## src/rtl/regfile_pkg.sv

```systemverilog
// Shared widths, constants and types for the register-file write-port controller.
package regfile_pkg;

  localparam int unsigned DATA_W   = 64;
  localparam int unsigned ADDR_W   = 5;
  localparam int unsigned N_INIT   = 31;
  localparam int unsigned ZERO_REG = 31;

  localparam logic [ADDR_W-1:0] ZERO_ADDR = ADDR_W'(ZERO_REG);
  localparam logic [ADDR_W-1:0] INIT_LAST = ADDR_W'(N_INIT - 1);

  typedef enum logic {
    INIT = 1'b0,
    RUN  = 1'b1
  } wr_state_t;

  typedef struct packed {
    logic              valid;
    logic [ADDR_W-1:0] addr;
    logic [DATA_W-1:0] data;
  } wr_req_t;

endpackage

```

## src/rtl/regfile_wr_ctrl_if.sv

```systemverilog
// Writeback requesters plus the regfile write port, as seen by the write controller.
interface regfile_wr_ctrl_if;
  import regfile_pkg::*;

  logic              req0_valid;
  logic [ADDR_W-1:0] req0_addr;
  logic [DATA_W-1:0] req0_data;
  logic              req0_ready;
  logic              req1_valid;
  logic [ADDR_W-1:0] req1_addr;
  logic [DATA_W-1:0] req1_data;
  logic              req1_ready;
  logic              we3;
  logic [ADDR_W-1:0] wa3;
  logic [DATA_W-1:0] wd3;

  // Requester/regfile side.
  modport master (
    output req0_valid, req0_addr, req0_data,
    output req1_valid, req1_addr, req1_data,
    input  req0_ready, req1_ready,
    input  we3, wa3, wd3
  );

  // Controller side.
  modport slave (
    input  req0_valid, req0_addr, req0_data,
    input  req1_valid, req1_addr, req1_data,
    output req0_ready, req1_ready,
    output we3, wa3, wd3
  );

endinterface

```

## src/rtl/regfile_wr_ctrl_rr_arb2.sv

```systemverilog
// Two-way round-robin arbiter: on a tie the requester that was not granted last wins.
module rr_arb2 (
  input  logic [1:0] req_i,
  input  logic       last_i,
  output logic [1:0] grant_o
);

  always_comb begin
    grant_o = 2'b00;
    unique case (req_i)
      2'b01:   grant_o = 2'b01;
      2'b10:   grant_o = 2'b10;
      2'b11:   grant_o = last_i ? 2'b01 : 2'b10;
      default: grant_o = 2'b00;
    endcase
  end

endmodule

```

## src/rtl/regfile_wr_ctrl.sv

```systemverilog
// Regfile write-port owner: fills X0..X30 with their index, then round-robins
// the port between the ALU (req0) and load (req1) writeback requesters.
module regfile_wr_ctrl
  import regfile_pkg::*;
(
  input  logic             clk,
  input  logic             reset,
  input  logic             init_start,
  output logic             init_done,
  regfile_wr_ctrl_if.slave wr
);

  wr_state_t         state_q;
  logic [ADDR_W-1:0] cnt_q;
  logic              rr_last_q;

  wr_req_t           req0, req1;
  logic [1:0]        grant;
  logic [ADDR_W-1:0] sel_addr;
  logic [DATA_W-1:0] sel_data;

  assign req0.valid = wr.req0_valid;
  assign req0.addr  = wr.req0_addr;
  assign req0.data  = wr.req0_data;
  assign req1.valid = wr.req1_valid;
  assign req1.addr  = wr.req1_addr;
  assign req1.data  = wr.req1_data;

  rr_arb2 u_arb (
    .req_i   ({req1.valid, req0.valid}),
    .last_i  (rr_last_q),
    .grant_o (grant)
  );

  assign sel_addr = grant[1] ? req1.addr : req0.addr;
  assign sel_data = grant[1] ? req1.data : req0.data;

  // Write port and handshake drive; everything held low while reset is asserted.
  always_comb begin
    init_done     = 1'b0;
    wr.req0_ready = 1'b0;
    wr.req1_ready = 1'b0;
    wr.we3        = 1'b0;
    wr.wa3        = '0;
    wr.wd3        = '0;
    if (!reset) begin
      if (state_q == INIT) begin
        wr.we3 = 1'b1;
        wr.wa3 = cnt_q;
        wr.wd3 = DATA_W'(cnt_q);
      end else begin
        init_done = 1'b1;
        if (!init_start && (grant != 2'b00)) begin
          wr.req0_ready = grant[0];
          wr.req1_ready = grant[1];
          wr.wa3        = sel_addr;
          wr.wd3        = sel_data;
          wr.we3        = (sel_addr != ZERO_ADDR);
        end
      end
    end
  end

  // rr_last resets to 1 so req0 wins the first tie.
  always_ff @(posedge clk or posedge reset) begin
    if (reset) begin
      state_q   <= INIT;
      cnt_q     <= '0;
      rr_last_q <= 1'b1;
    end else begin
      unique case (state_q)
        INIT: begin
          if (cnt_q == INIT_LAST) begin
            state_q <= RUN;
            cnt_q   <= '0;
          end else begin
            cnt_q <= cnt_q + ADDR_W'(1);
          end
        end
        RUN: begin
          if (init_start) begin
            state_q <= INIT;
            cnt_q   <= '0;
          end else if (grant != 2'b00) begin
            rr_last_q <= grant[1];
          end
        end
        default: state_q <= INIT;
      endcase
    end
  end

endmodule

```

## src/flat_wrapper.sv

```systemverilog
// flat-port wrapper written by rule: the top's interface ports become plain ports
module regfile_wr_ctrl_flat import regfile_pkg::*;
  (clk, reset, init_start, init_done, wr_req0_valid, wr_req0_addr, wr_req0_data, wr_req1_valid, wr_req1_addr, wr_req1_data, wr_req0_ready, wr_req1_ready, wr_we3, wr_wa3, wr_wd3);
  regfile_wr_ctrl_if wr_i ();
  input  logic clk;
  input  logic reset;
  input  logic init_start;
  output logic init_done;
  input wire logic [$bits(wr_i.req0_valid)-1:0] wr_req0_valid;
  input wire logic [$bits(wr_i.req0_addr)-1:0] wr_req0_addr;
  input wire logic [$bits(wr_i.req0_data)-1:0] wr_req0_data;
  input wire logic [$bits(wr_i.req1_valid)-1:0] wr_req1_valid;
  input wire logic [$bits(wr_i.req1_addr)-1:0] wr_req1_addr;
  input wire logic [$bits(wr_i.req1_data)-1:0] wr_req1_data;
  output wire logic [$bits(wr_i.req0_ready)-1:0] wr_req0_ready;
  output wire logic [$bits(wr_i.req1_ready)-1:0] wr_req1_ready;
  output wire logic [$bits(wr_i.we3)-1:0] wr_we3;
  output wire logic [$bits(wr_i.wa3)-1:0] wr_wa3;
  output wire logic [$bits(wr_i.wd3)-1:0] wr_wd3;
  assign wr_i.req0_valid = wr_req0_valid;
  assign wr_i.req0_addr = wr_req0_addr;
  assign wr_i.req0_data = wr_req0_data;
  assign wr_i.req1_valid = wr_req1_valid;
  assign wr_i.req1_addr = wr_req1_addr;
  assign wr_i.req1_data = wr_req1_data;
  assign wr_req0_ready = wr_i.req0_ready;
  assign wr_req1_ready = wr_i.req1_ready;
  assign wr_we3 = wr_i.we3;
  assign wr_wa3 = wr_i.wa3;
  assign wr_wd3 = wr_i.wd3;
  regfile_wr_ctrl u_core (.clk(clk), .reset(reset), .init_start(init_start), .init_done(init_done), .wr(wr_i));
endmodule
```

## config.mk

```make
export PLATFORM = sky130hd
export DESIGN_NAME = regfile_wr_ctrl_flat
export DESIGN_NICKNAME = d
export VERILOG_FILES = /design/src/rtl/regfile_pkg.sv /design/src/rtl/regfile_wr_ctrl_if.sv /design/src/rtl/regfile_wr_ctrl_rr_arb2.sv /design/src/rtl/regfile_wr_ctrl.sv /design/src/flat_wrapper.sv
export SDC_FILE = /design/constraint.sdc
export NUM_CORES = 1
export LEC_CHECK = 0
export CAP_MARGIN = 5
export CORE_AREA = 8 8 76 78
export DETAILED_ROUTE_END_ITERATION = 16
export DIE_AREA = 0 0 84 86
export DONT_BUFFER_PORTS = 1
export SETUP_SLACK_MARGIN = 0.2
export SKIP_LAST_GASP = 1
export SLEW_MARGIN = 20
export SYNTH_ARGS = -nofsm -noshare
export SYNTH_HDL_FRONTEND = slang
export SYNTH_SLANG_ARGS = --single-unit
```

## constraint.sdc

```tcl
create_clock -name clk -period 1.7 [get_ports clk]
set_clock_uncertainty 0.15 [all_clocks]
set_input_delay 0.17 -clock clk [delete_from_list [all_inputs] [get_ports clk]]
set_output_delay 0.17 -clock clk [all_outputs]
set_load 0.01 [all_outputs]
```

==> summary.txt <==
Outcome
  – Outcome: finished with violations
  – Violated checks: setup timing

Synth
  – Number of synthesized flops with an enable pin: 0
  – Leading cell types by count after synthesis: 127 x nand2_1, 61 x a21oi_1, 10 x buf_2, 10 x mux2i_1, 10 x o21ai_1
  – Cell variety after synth: 32
  – Yosys top cell by area: nand2_1
  – Share of flip-flops with an asynchronous set or reset: 1.00
  – Ranking of synthesized cells by area: nand2_1 31%, a21oi_1 20%, dfrtp_1 9.8%, mux2i_1 6.5%, buf_6 4.4%
  – Area share of the largest cell type after synthesis: 0.312
  – Syn Inst Count: 275
  – Register bit count reported by yosys: 7
  – Post-Syn Area: 1530 µm²
  – Most frequent cell after synthesis: nand2_1
  – Post-synthesis sequential area ratio: 0.115
  – Net Count, Synth: 420
  – Commonest register cell after synthesis: dfrtp_1
  – Warnings, synthesis: 0
  – Synthesized area per cell: 5.56 µm²

Critical path
  – Critical Path RT: 1.38 ns
  – Reg-to-reg endpoint: u_core.cnt_q[4]
  – Kind of critical path: flip-flop to output pin
  – Endpoint class of the critical path: output pin
  – Signal arrival time at the worst endpoint: 1.58 ns
  – Slack of the worst reg-to-reg path: 0.24 ns
  – Largest driver fanout on the critical path: 36
  – Startpoint of the lowest-slack register-to-register path: u_core.cnt_q[0]
  – Register-to-Register Path Depth: 5
  – Critical path launch point type: flip-flop

Global routing
  – Initial antenna violation count: 0
  – Pin count of the biggest net entering global routing: 37
  – Overflow left after global routing: 0
  – Wire length of the first global-routing pass: 11.2 mm
  – Via count of the first global-routing pass: 1,963
  – Overall global routing resource usage: 0.184

Drt
  – DRC violations left: 0
  – Total Routed Length: 8.47 mm
  – Total number of vias: 2,070
  – Number of design-rule violations left by the first detailed-router iteration: 80
  – Remaining number of nets flagged by the antenna check after routing: 0
  – Detailed-route vias per instance: 6.16
  – First drt pass iteration count: 4
  – Routed wire per std cell: 25.2 µm

Finish
  – Net count, final: 428
  – Area growth, synth to finish: 82.0%
  – Final core area utilization: 0.605
  – Antenna cell count: 0
  – Area of all placed cells without fillers: 2780 µm²
  – Layout filler cell count: 389
  – Fraction of final layout cells with drive strength greater than 1: 0.454

Floorplanning
  – Horizontal die dimension: 84 µm
  – Std-Cell Core Area: 4600 µm²
  – Die Footprint: 7220 µm²
  – Initial cell density of the core: 0.333
  – Number of cell rows: 25
  – Die Ht: 86 µm
  – Number of ports placed on the die boundary: 216

Placement
  – Weighted congestion at the end of routability-driven global placement: 0.793
  – Estimated wirelength of the detail-placed design: 5.99 mm
  – Number of buffers inserted by port buffering: 0
  – Post-placement setup slack: 0.00727 ns
  – Cell area after placement: 2000 µm²

Clocking
  – Max clock buf depth: 2
  – Root cell of the clock tree: clkbuf_8
  – Clock-pin slew on the worst setup and hold paths: 0.04 ns
  – Clk_lat worst skew: 0.23 ns
  – Clock buffers created by TritonCTS: 3
  – TritonCTS clock tree: done
  – Number of clock sinks: 7
  – Depth of the CTS H-tree: 1

Pwr
  – P_sw: 1090 µW
  – Sw frac: 0.509
  – Share of power burned in the clock network: 0.114
  – Proportion of power drawn by flip-flops and latches: 0.172
  – Leakage power summed over all cells: 0.000950 µW
  – Proportion of power drawn by combinational gates: 0.715
  – PnR Total Power: 2130 µW
  – Power Internal: 1050 µW
  – Maximum vdd drop: 0.543 mV
  – Power density over the cells: 767 nW/µm²

Timing
  – Portion of the clock cycle consumed by the worst path in the final layout: 1.12
  – Final setup violation count: 72
  – RSZ-0062 raised after global routing: true
  – Fmax achieved: 0.525 GHz
  – Normalized max-slew margin: 0.738
  – Transition time at the pin with the least slew margin: 0.393 ns
  – Total negative setup slack: -11.39 ns
  – PnR worst setup slack: -0.205 ns
  – Pins over their slew limit: 0
  – Time the final worst path needs with I/O delays and setup: 1.90 ns
  – Final Hold Fails: 0

Hold path
  – Kind of path behind the tightest hold check: primary input to flip-flop
  – Worst Hold Endpoint: u_core.cnt_q[0]
  – Beginning of the worst hold path: init_start
  – Count of cells along the worst hold path: 3

Flow run
  – MaxCap Viol Count: 0
[worst max-delay path, stage by stage (launching register included)]
cell and delay, ns:
dfrtp_1 0.38, nand2b_4 0.06, or3_4 0.41, buf_16 0.25, o21ai_4 0.23
[sequential cells by signal, summed over array words and instances (netlist names)]
register	flops
u_core.cnt_q	5
u_core.rr_last_q	1
u_core.state_q	1
[routing by layer]
| metal | track usage | share of wire |
|---|---|---|
| met1 | 0.194 | 0.35 |
| met2 | 0.348 | 0.54 |
| met3 | 0.0645 | 0.090 |
| met4 | 0.0251 | 0.020 |
| met5 | 0 | 0 |
[cells by family (layout without fill, tap and decap cells)]
kind of cell	count (synthesis)	in the layout	synth area share
AOI/OAI and AO/OA	84	84	0.293
adders and majority gates	2	2	0.0164
buffers and inverters	26	33	0.121
DFF	7	7	0.115
muxes	10	10	0.0655
and+or+nand+nor	146	146	0.389
[layout by cell type (no fill, tap or decap), drive strengths merged, types with 2 or more instances in the layout]
| master | n |
|---|---|
| dfrtp | 6 |
| nor2b | 3 |
| nand2 | 127 |
| ha | 2 |
| mux2i | 10 |
| buf | 21 |
| nor3 | 2 |
| nor2 | 4 |
| a21oi | 61 |
| nand4 | 3 |
| dlygate4sd3 | 4 |
| and3 | 2 |
| inv | 2 |
| clkbuf | 6 |
| o21ai | 14 |
[worst max path at each step]
stage                     slack (ns)  cells past startpoint             start        end
after global routing           -0.24                      4    u_core.state_q  wr_wd3[4]
final                          -0.20                      4    u_core.state_q  wr_wd3[4]
after CTS                      -0.18                      4  u_core.rr_last_q  wr_wd3[1]
after global placement          0.04                      4  u_core.rr_last_q  wr_wd3[4]
after floorplan                 0.06                      6    u_core.state_q  wr_wa3[0]
after detailed placement       0.007                      4  u_core.rr_last_q  wr_wd3[4]
[what timing repair did]
item / CTS / global route
endpoints found under the setup margin: 73 / 74
endpoints found under the hold margin: 9 / 0
buffers inserted: 5 / 5
cloned: 1 / 3
pin swaps: 10 / 23
hold buffers: 4 / 0
gates resized for setup: 35 / 58
[power groups by stage]
stage	clock (µW)	sequential, µW	combinational [µW]
2_1_floorplan	0	320	868
3_3_place_gp	0	369	1010
3_5_place_dp	0	373	1030
4_1_cts	240	368	1260
5_1_grt	253	380	1620
6_report	242	367	1520
[metrics by stage]
stage / hold slack (ns) / cells
floorplan: -0.177 / 275
CTS: 0.0465 / 328
detailed placement: -0.123 / 314
global route: 0.0585 / 336
global placement: -0.127 / 314
finish: 0.0521 / 336
[layout make-up]
type | count | area, µm² | area share
multi-input combinational | 242 | 2110 | 0.759
timing repair buffer | 27 | 374 | 0.134
sequential | 7 | 178 | 0.0638
tap | 54 | 67.6 | 0.0243
clock buffer | 4 | 45.0 | 0.0162
inverter | 2 | 7.51 | 0.00270
(Power assumes the default switching activity.)
